[config.mk]
export PLATFORM = sky130hd
export DESIGN_NAME = flit_injector_flat
export DESIGN_NICKNAME = d
export VERILOG_FILES = /design/src/rtl/flit_injector.sv /design/src/flat_wrapper.sv
export SDC_FILE = /design/constraint.sdc
export NUM_CORES = 1
export LEC_CHECK = 0
export BUFFER_PORTS_ARGS = -buffer_cell sky130_fd_sc_hd__buf_2
export CORE_ASPECT_RATIO = 0.9
export CORE_MARGIN = 1.5
export CORE_UTILIZATION = 32
export DETAILED_ROUTE_END_ITERATION = 8
export PLACE_DENSITY = 0.67
export SYNTH_ARGS = -nofsm -noshare
export SYNTH_HDL_FRONTEND = slang
export SYNTH_SLANG_ARGS = --single-unit
[constraint.sdc]
create_clock -name clk -period 1.5 [get_ports clk]
set_input_delay 0.3 -clock clk [delete_from_list [all_inputs] [get_ports clk]]
set_output_delay 0.3 -clock clk [all_outputs]
set_load 0.005 [all_outputs]
[src/rtl/flit_injector.sv]
// Packetizing source for a router node input port: turns a (dst, len) descriptor
// plus a payload word stream into a HEADER / BODY... / TAIL wormhole packet.

package flit_injector_pkg;
  localparam int COORD_W   = 4;
  localparam int PAYLOAD_W = 16;

  typedef struct packed {
    logic [COORD_W-1:0] x;
    logic [COORD_W-1:0] y;
  } addr_t;

  localparam logic [1:0] FT_HEADER = 2'd1;
  localparam logic [1:0] FT_BODY   = 2'd2;
  localparam logic [1:0] FT_TAIL   = 2'd3;

  typedef struct packed {
    addr_t dst_addr;
    addr_t src_addr;
  } control_hdr_t;

  typedef struct packed {
    logic [1:0]           ftype;
    logic [PAYLOAD_W-1:0] payload;
  } flit_t;
endpackage

interface node_port;
  import flit_injector_pkg::*;
  flit_t flit;
  logic  enable;
  logic  ack;
  modport up   (output flit, output enable, input ack);
  modport down (input flit, input enable, output ack);
endinterface

module flit_injector
  import flit_injector_pkg::*;
#(
  parameter int X     = 1,
  parameter int Y     = 1,
  parameter int LEN_W = 8
) (
  input  logic                 clk,
  input  logic                 rst,
  input  logic                 msg_valid,
  output logic                 msg_ready,
  input  addr_t                msg_dst,
  input  logic [LEN_W-1:0]     msg_len,
  input  logic                 data_valid,
  output logic                 data_ready,
  input  logic [PAYLOAD_W-1:0] data,
  node_port.up                 out,
  output logic                 err_self,
  output logic                 busy
);

  typedef enum logic [1:0] {IDLE, BODY, ZTAIL} state_t;

  localparam addr_t SELF = '{x: COORD_W'(X), y: COORD_W'(Y)};

  state_t            state, state_n;
  logic [LEN_W-1:0]  rem, rem_n;
  flit_t             slot, load_flit;
  logic              sv, free, load, self_drop;
  control_hdr_t      hdr;

  // The slot can take a new flit when empty or when its current flit leaves this cycle.
  assign free = !sv || out.ack;

  always_comb begin
    hdr          = '0;
    hdr.dst_addr = msg_dst;
  end

  always_comb begin
    state_n    = state;
    rem_n      = rem;
    load       = 1'b0;
    load_flit  = '0;
    msg_ready  = 1'b0;
    data_ready = 1'b0;
    self_drop  = 1'b0;
    case (state)
      IDLE: begin
        msg_ready = free;
        if (msg_valid && free) begin
          if (msg_dst == SELF) begin
            self_drop = 1'b1;
          end else begin
            load              = 1'b1;
            load_flit.ftype   = FT_HEADER;
            load_flit.payload = hdr;
            rem_n             = msg_len;
            state_n           = (msg_len != '0) ? BODY : ZTAIL;
          end
        end
      end
      BODY: begin
        data_ready = free;
        if (data_valid && free) begin
          load              = 1'b1;
          load_flit.payload = data;
          load_flit.ftype   = (rem > LEN_W'(1)) ? FT_BODY : FT_TAIL;
          if (rem != '0) rem_n = rem - LEN_W'(1);
          if (rem <= LEN_W'(1)) state_n = IDLE;
        end
      end
      ZTAIL: begin
        // Zero-length packets still need a TAIL so the router releases the path.
        if (free) begin
          load            = 1'b1;
          load_flit.ftype = FT_TAIL;
          state_n         = IDLE;
        end
      end
      default: state_n = IDLE;
    endcase
  end

  always_ff @(posedge clk) begin
    if (rst) begin
      state    <= IDLE;
      rem      <= '0;
      sv       <= 1'b0;
      slot     <= '0;
      err_self <= 1'b0;
    end else begin
      state    <= state_n;
      rem      <= rem_n;
      err_self <= self_drop;
      if (load) begin
        slot <= load_flit;
        sv   <= 1'b1;
      end else if (out.ack) begin
        sv   <= 1'b0;
      end
    end
  end

  assign out.enable = sv;
  assign out.flit   = slot;
  // The slot only ever holds flits of the packet in flight.
  assign busy       = (state != IDLE) || sv;

endmodule

[src/flat_wrapper.sv]
// flat-port wrapper written by rule: the top's interface ports become plain ports
module flit_injector_flat import flit_injector_pkg::*;
#(
  parameter int X     = 1,
  parameter int Y     = 1,
  parameter int LEN_W = 8
)
  (clk, rst, msg_valid, msg_ready, msg_dst, msg_len, data_valid, data_ready, data, err_self, busy, out_flit, out_enable, out_ack);
  node_port out_i ();
  input  logic clk;
  input  logic rst;
  input  logic msg_valid;
  output logic msg_ready;
  input  addr_t msg_dst;
  input  logic [LEN_W-1:0] msg_len;
  input  logic data_valid;
  output logic data_ready;
  input  logic [PAYLOAD_W-1:0] data;
  output logic err_self;
  output logic busy;
  output wire logic [$bits(out_i.flit)-1:0] out_flit;
  output wire logic [$bits(out_i.enable)-1:0] out_enable;
  input wire logic [$bits(out_i.ack)-1:0] out_ack;
  assign out_flit = out_i.flit;
  assign out_enable = out_i.enable;
  assign out_i.ack = out_ack;
  flit_injector #(.X(X), .Y(Y), .LEN_W(LEN_W)) u_core (.clk(clk), .rst(rst), .msg_valid(msg_valid), .msg_ready(msg_ready), .msg_dst(msg_dst), .msg_len(msg_len), .data_valid(data_valid), .data_ready(data_ready), .data(data), .out(out_i), .err_self(err_self), .busy(busy));
endmodule
==> results.md, run 1 <==
| Result | This run |
|---|---|
| Largest fanout on the critical path | 7 |
| Post-synthesis sequential area ratio | 0.365 |
| Final net count | 320 |
| Number of pins with negative max-slew slack in the final report | 0 |
| Total power divided by cell area | 1690 nW/um^2 |
| Layout cells sized above 1 | 0.548 |
| Share of the synthesized area in the top cell type | 0.365 |
| Final Hold Viols | 0 |
| Combined area of all synthesized cells | 1640 sq um |
| Max-capacitance violation count | 0 |
| CTS HTree Levels | 2 |
| Static leakage | 1.11 nW |
| Cell type contributing the most total cell area after synthesis | dfxtp_1 |
| Crit path setup slack, layout | -0.0619 ns |
| Detailed-route wire length | 5.18 mm |
| Post-Route Utilization | 0.528 |
| Length of the first detailed-routing pass in iterations | 4 |
| Core Rows | 24 |
| Root buffer cell | clkbuf_8 |
| Synthesized netlist net count | 224 |
| Worst setup skew after layout | 0.0111 ns |
| Number of buffers added by the clock tree synthesis step | 5 |
| Initial detailed-routing violation count | 139 |
| Placement Setup Slack | -0.327 ns |
| Crit Path Category | input port to flop |
| Initial antenna violation count | 0 |
| Flops & latches, synth | 30 |
| Count of buffer and inverter cells on the critical path | 1 |
| Min cycle time layout | 1.56 ns |
| First-pass GRT wire length | 8.18 mm |
| Longest Clk Path Bufs | 2 |
| RSZ-0062 raised after global routing | yes |
| CTS tree | done |
| Final non-filler cell area | 2580 sq um |
| Starting Density | 0.336 |
| Run status | finished with violations |
| Standard cell core area | 4890 sq um |
| Via count of the first global-routing pass | 1727 |
| Required time at the worst-slack endpoint | 1.69 ns |
| Setup TNS Final | -0.204 ns |
| Num ports | 60 |
| PortBufs | 59 |
| Total vias in the final route | 1841 |
| Die X | 78.6 um |
| Cells after synthesis | 184 |
| Pin count of the biggest net entering global routing | 24 |
| Diodes inserted | 0 |
| Gate family responsible for the most delay along the worst path | compound AO/OA/AOI/OAI gates |
| Final weighted congestion of routability-driven global placement | 0.853 |
| Die area | 5580 sq um |
| Maximum VDD drop | 0.000628 V |
| Hold Buf Count CTS | 0 |
| Overall routing resource usage | 0.189 |
| DP Wirelength | 3.84 mm |
| Drt wl/cell | 15.0 um |
| Standard cell area after detailed placement | 2340 sq um |
| Hold/Removal Path Class | input port to flop |
| Relative slew slack | 0.649 |
| Synthesis-to-layout area growth | 57.2% |
| Sort of element at the start of the critical path | input port |
| Fillers | 454 |
| Failing checks | negative setup slack |
| Worst-skew pair later-pin latency | 0.29 ns |
| Routed Antenna Nets | 0 |
| Peak clock frequency supported by timing | 0.640 GHz |
| Worst Setup End Kind | flop |
| Via density per instance | 5.32 |
| Placed insts | 336 |
| Post-Syn Area per Cell | 8.94 sq um |
| Remaining Overflow, GRT | 0 |
| Total number of yosys warnings | 0 |
| Transition time of the tightest slew-check pin | 0.525 ns |
| Most area-consuming cells after synthesis | dfxtp_1 (37%), a32oi_1 (5.3%), a21oi_1 (5.2%), a22oi_1 (3.2%), nor2_1 (3.2%) |
| Number of standard cells in the final layout excluding fillers | 346 |
| Arrival time at the worst endpoint | 1.75 ns |
| Remaining DRCs | 0 |
| Final period utilization | 1.04 |
| Height of the chip | 71 um |
| Cell Chain, Critical Path | buf_6 -> or4b_4 -> o2111ai_4 -> a211oi_1 -> o32ai_1 |
| Total power consumption of the routed design | 4.37 mW |
| Setup-violating endpoint count in the final report | 8 |
| Post-CTS clock slew at the launch and capture registers of the worst setup and hold paths | 0.07 ns |
| Tightest hold margin | 0.241 ns |
| Number of clock sinks | 30 |
| Cell with the biggest individual delay on the critical path | or4b_4 |
| Count of unique library cells instantiated by Yosys | 49 |
| Delay of the slowest cell on the worst path | 0.58 ns |
==> routing by layer <==
layer  GRT usage  part of all wire
met5           0                 0
met4      0.0635             0.015
met1       0.255              0.44
met2       0.292              0.48
met3      0.0529             0.067
==> worst register-to-register path, delay by kind of cell (launching register included) <==
family	cells	cell delay (ns)
compound gates	3	0.96
simple gates	1	0.16
flops	1	0.33
==> synthesized netlist by cell type, drive strengths merged <==
library cell  count
dfxtp            30
a21oi            18
nor2             14
a32oi            10
nand2            10
nand3            10
inv               9
a22oi             7
buf               7
clkbuf            5
nor3              5
o211ai            5
o21ai             4
o32ai             4
a211o             3
a221oi            3
a32o              3
ha                3
nand4             3
nor2b             3
a31oi             2
a41oi             2
and3              2
nand2b            2
o2111ai           2
or4               2
or4b              2
a211oi            1
a21o              1
a41o              1
and2              1
and3b             1
dlygate4sd1       1
mux2i             1
nor3b             1
nor4              1
o2111a            1
o211a             1
o31ai             1
or2               1
or3               1
==> power breakdown <==
part / total [mW] / internal, mW / switching, mW / leakage [nW]
Combinational: 2.55 / 1.29 / 1.26 / 0.817
Sequential: 1.13 / 0.996 / 0.139 / 0.249
Clock: 0.686 / 0.370 / 0.316 / 0.0482
==> worst paths after layout <==
path,slack (ns),depth (start not counted),end,start
hold reg to reg,0.48,2,u_core.out.flit[9],u_core.out.flit[9]
setup / recovery,-0.06,5,u_core.rem[6],msg_dst[5]
setup reg to reg,-0.04,4,u_core.rem[6],u_core.out.enable
hold / removal,0.24,3,u_core.out.flit[3],data[3]
==> cell usage in the layout (no fill, tap or decap), types with 2 or more instances in the layout <==
cell type,instances
nor3_1,2
nand3_1,3
or4b_4,2
nand4_1,3
nand3_2,7
a22oi_1,6
ha_2,2
nor2_1,14
a32o_1,3
inv_2,3
or4_1,2
o32ai_1,2
buf_2,56
dfxtp_2,5
o32ai_2,2
dfxtp_4,2
nand2_1,10
a21oi_1,16
a211o_1,3
buf_4,37
buf_6,6
a32oi_1,10
nor3_2,2
o2111ai_4,2
inv_1,6
clkbuf_8,6
dfxtp_1,23
a221oi_2,3
buf_12,3
nor2b_1,2
o211ai_1,5
==> cell type report <==
cell class,count,area (sq um),area share
multi-input combinational,132,1080,0.417
timing repair buffer,102,686,0.265
sequential,30,614,0.238
clock buffer,7,86.3,0.0334
tap,65,81.3,0.0315
inverter,9,33.8,0.0131
clock inverter,1,5.00,0.00194
==> cell families (layout without fill, tap and decap cells) <==
group,Yosys count,count (layout),synth area share
AOI/OAI and AO/OA,69,69,0.343
and+or+nand+nor,59,59,0.193
DFF,30,30,0.365
buffers and inverters,22,119,0.0700
adders and majority gates,3,3,0.0228
muxes,1,1,0.00609
==> sequential cells by signal (all words and copies together), names as in the netlist <==
register           count
u_core.out.enable      1
u_core.err_self        1
u_core.out.flit       18
u_core.state           2
u_core.rem             8
==> timing repair <==
item / in CTS / in global routing
setup endpoints to repair: 12 / 23
pin swaps: 5 / 10
gates resized for setup: 14 / 24
setup buffers: 3 / 1
Power figures use the tool's default switching activity.
==> run 2: changes to the inputs <==
--- a/config.mk
+++ b/config.mk
@@ -6,11 +6,14 @@
 export NUM_CORES = 1
 export LEC_CHECK = 0
 export BUFFER_PORTS_ARGS = -buffer_cell sky130_fd_sc_hd__buf_2
+export CAP_MARGIN = 20
+export CELL_PAD_IN_SITES_DETAIL_PLACEMENT = 0
+export CELL_PAD_IN_SITES_GLOBAL_PLACEMENT = 1
 export CORE_ASPECT_RATIO = 0.9
 export CORE_MARGIN = 1.5
 export CORE_UTILIZATION = 32
 export DETAILED_ROUTE_END_ITERATION = 8
-export PLACE_DENSITY = 0.67
+export PLACE_DENSITY = 0.84
 export SYNTH_ARGS = -nofsm -noshare
 export SYNTH_HDL_FRONTEND = slang
 export SYNTH_SLANG_ARGS = --single-unit
==> run 2 against run 1 <==
  * The flow still finishes with violations (negative setup slack)
  * Final area grew 3.8%
  * Non-clock buffer count rose by 3
  * Worst setup slack better by 0.019 ns
  * Final cell count is 0.87% higher
  * Critical path depth decreased by 2
  * Critical path type is now flop to output port
  * Critical endpoint is now busy
  * Highest routed layer unchanged
==> results.md, run 2 (same netlist as run 1, synthesis figures left out) <==
| Result | This run |
|---|---|
| CTS HTree Levels | 2 |
| Most common cell after layout, fill and taps aside | buf_2 |
| Starting Density | 0.336 |
| Final weighted congestion of routability-driven global placement | 0.838 |
| Relative slew slack | 0.785 |
| Failing checks | negative setup slack |
| Number of buffers added by the clock tree synthesis step | 5 |
| Number of clock sinks | 30 |
| Worst R2R Setup Slack | 0.03 ns |
| Static leakage | 1.15 nW |
| Peak clock frequency supported by timing | 0.648 GHz |
| Diodes inserted | 0 |
| Sort of element at the start of the critical path | flop |
| Hold/Removal Path Class | input port to flop |
| Final net count | 323 |
| Detailed-route wire length | 5.18 mm |
| Routed Antenna Nets | 0 |
| Number of standard cells in the final layout excluding fillers | 349 |
| Maximum VDD drop | 0.000712 V |
| Root buffer cell | clkbuf_8 |
| Max-capacitance violation count | 0 |
| End point of the critical path | busy |
| First-pass GRT wire length | 8.54 mm |
| FF-to-FF Start | u_core.rem[6] |
| Source of the critical timing path | u_core.state[0] |
| Drt wl/cell | 14.8 um |
| Remaining Overflow, GRT | 0 |
| Most used cells in the layout excluding fill and tap cells | buf_2 (55), buf_4 (37), dfxtp_1 (26) |
| Layout cells sized above 1 | 0.563 |
| Num ports | 60 |
| DP Wirelength | 3.78 mm |
| Transition time of the tightest slew-check pin | 0.323 ns |
| Required time at the worst-slack endpoint | 1.20 ns |
| Overall routing resource usage | 0.192 |
| Final non-filler cell area | 2680 sq um |
| Crit Path Category | flop to output port |
| Post-CTS clock slew at the launch and capture registers of the worst setup and hold paths | 0.07 ns |
| Run status | finished with violations |
| Standard cell area after detailed placement | 2300 sq um |
| Core Rows | 24 |
| Post-Route Utilization | 0.548 |
| Min cycle time layout | 1.54 ns |
| Number of pins with negative max-slew slack in the final report | 0 |
| Final Hold Viols | 0 |
| Placed insts | 333 |
| Total vias in the final route | 1849 |
| Worst Setup End Kind | output port |
| Flip-flop count of the largest register, all copies and words added | 18 |
| Synthesis-to-layout area growth | 63.2% |
| Worst r2r dst | u_core.rem[4] |
| Final period utilization | 1.03 |
| Via density per instance | 5.30 |
| Arrival time at the worst endpoint | 1.24 ns |
| Worst setup skew after layout | 0.00894 ns |
| Die area | 5580 sq um |
| Die X | 78.6 um |
| Standard cell core area | 4890 sq um |
| Total power divided by cell area | 1710 nW/um^2 |
| Reg2reg path depth | 5 |
| Longest Clk Path Bufs | 2 |
| Pin count of the biggest net entering global routing | 24 |
| CTS tree | done |
| Total power consumption of the routed design | 4.60 mW |
| Initial detailed-routing violation count | 96 |
| Hold Buf Count CTS | 0 |
| Length of the first detailed-routing pass in iterations | 4 |
| Height of the chip | 71 um |
| Setup TNS Final | -0.0589 ns |
| PortBufs | 59 |
| Initial antenna violation count | 0 |
| Crit path setup slack, layout | -0.0430 ns |
| Largest fanout on the critical path | 5 |
| Remaining DRCs | 0 |
| RSZ-0062 raised after global routing | yes |
| Setup-violating endpoint count in the final report | 3 |
| Via count of the first global-routing pass | 1877 |
| Worst-skew pair later-pin latency | 0.28 ns |
run 2: cell types whose count changed in the layout (fill, tap and decap cells not counted), sizes merged:
cell    delta
clkbuf     +2
buf        +2
clkinv     -1
run 2: timing repair:
item	4_1_cts	5_1_grt
endpoints found under the hold margin	0	0
setup endpoints to repair	10	30
gates cloned	0	1
resized for setup	21	27
setup buffers	6	3
pin swaps	9	16
run 2: area by class of cell:
type,count,area (sq um)
inverters,9,33.8
flip-flops and latches,30,611
multi-input cells,132,1120
repair buffers,105,731
well taps,65,81.3
fillers,460,2210
clock buffers,8,110
run 2: worst max-delay path, cell delays in order, from the launching register on:
cell and delay (ns):
dfxtp_4 0.37, buf_6 0.12, or3_1 0.33, buf_2 0.13
run 2: how the worst min path moves through the flow:
stage,cells past startpoint,from,to
after floorplan,2,data[0],u_core.out.flit[0]
after global placement,2,u_core.out.flit[14],u_core.out.flit[14]
after detailed placement,2,u_core.out.flit[17],u_core.out.flit[17]
after CTS,3,data[2],u_core.out.flit[2]
after global routing,3,data[2],u_core.out.flit[2]
final,3,data[6],u_core.out.flit[6]
run 2: through the flow:
| step | setup slack (ns) | hold WS, ns |
|---|---|---|
| after floorplan | -0.148 | 0.433 |
| after global placement | -0.302 | 0.449 |
| after detailed placement | -0.323 | 0.453 |
| after CTS | -0.0589 | 0.234 |
| after global routing | -0.0724 | 0.253 |
| final | -0.0430 | 0.244 |
run 2: layer usage:
metal,track usage,up-vias,share of wire
met1,0.250,873,0.47
met3,0.0503,3,0.061
met2,0.319,55,0.47
met4,0.0456,0,0.0058
li1,-,918,-
met5,0,-,0
run 2: report_power, final:
part           internal, mW  leakage (nW)  total (mW)  switching [mW]
Clock                 0.463        0.0575       0.770           0.307
Sequential            0.989         0.248        1.13           0.141
Combinational          1.41         0.840        2.70            1.29
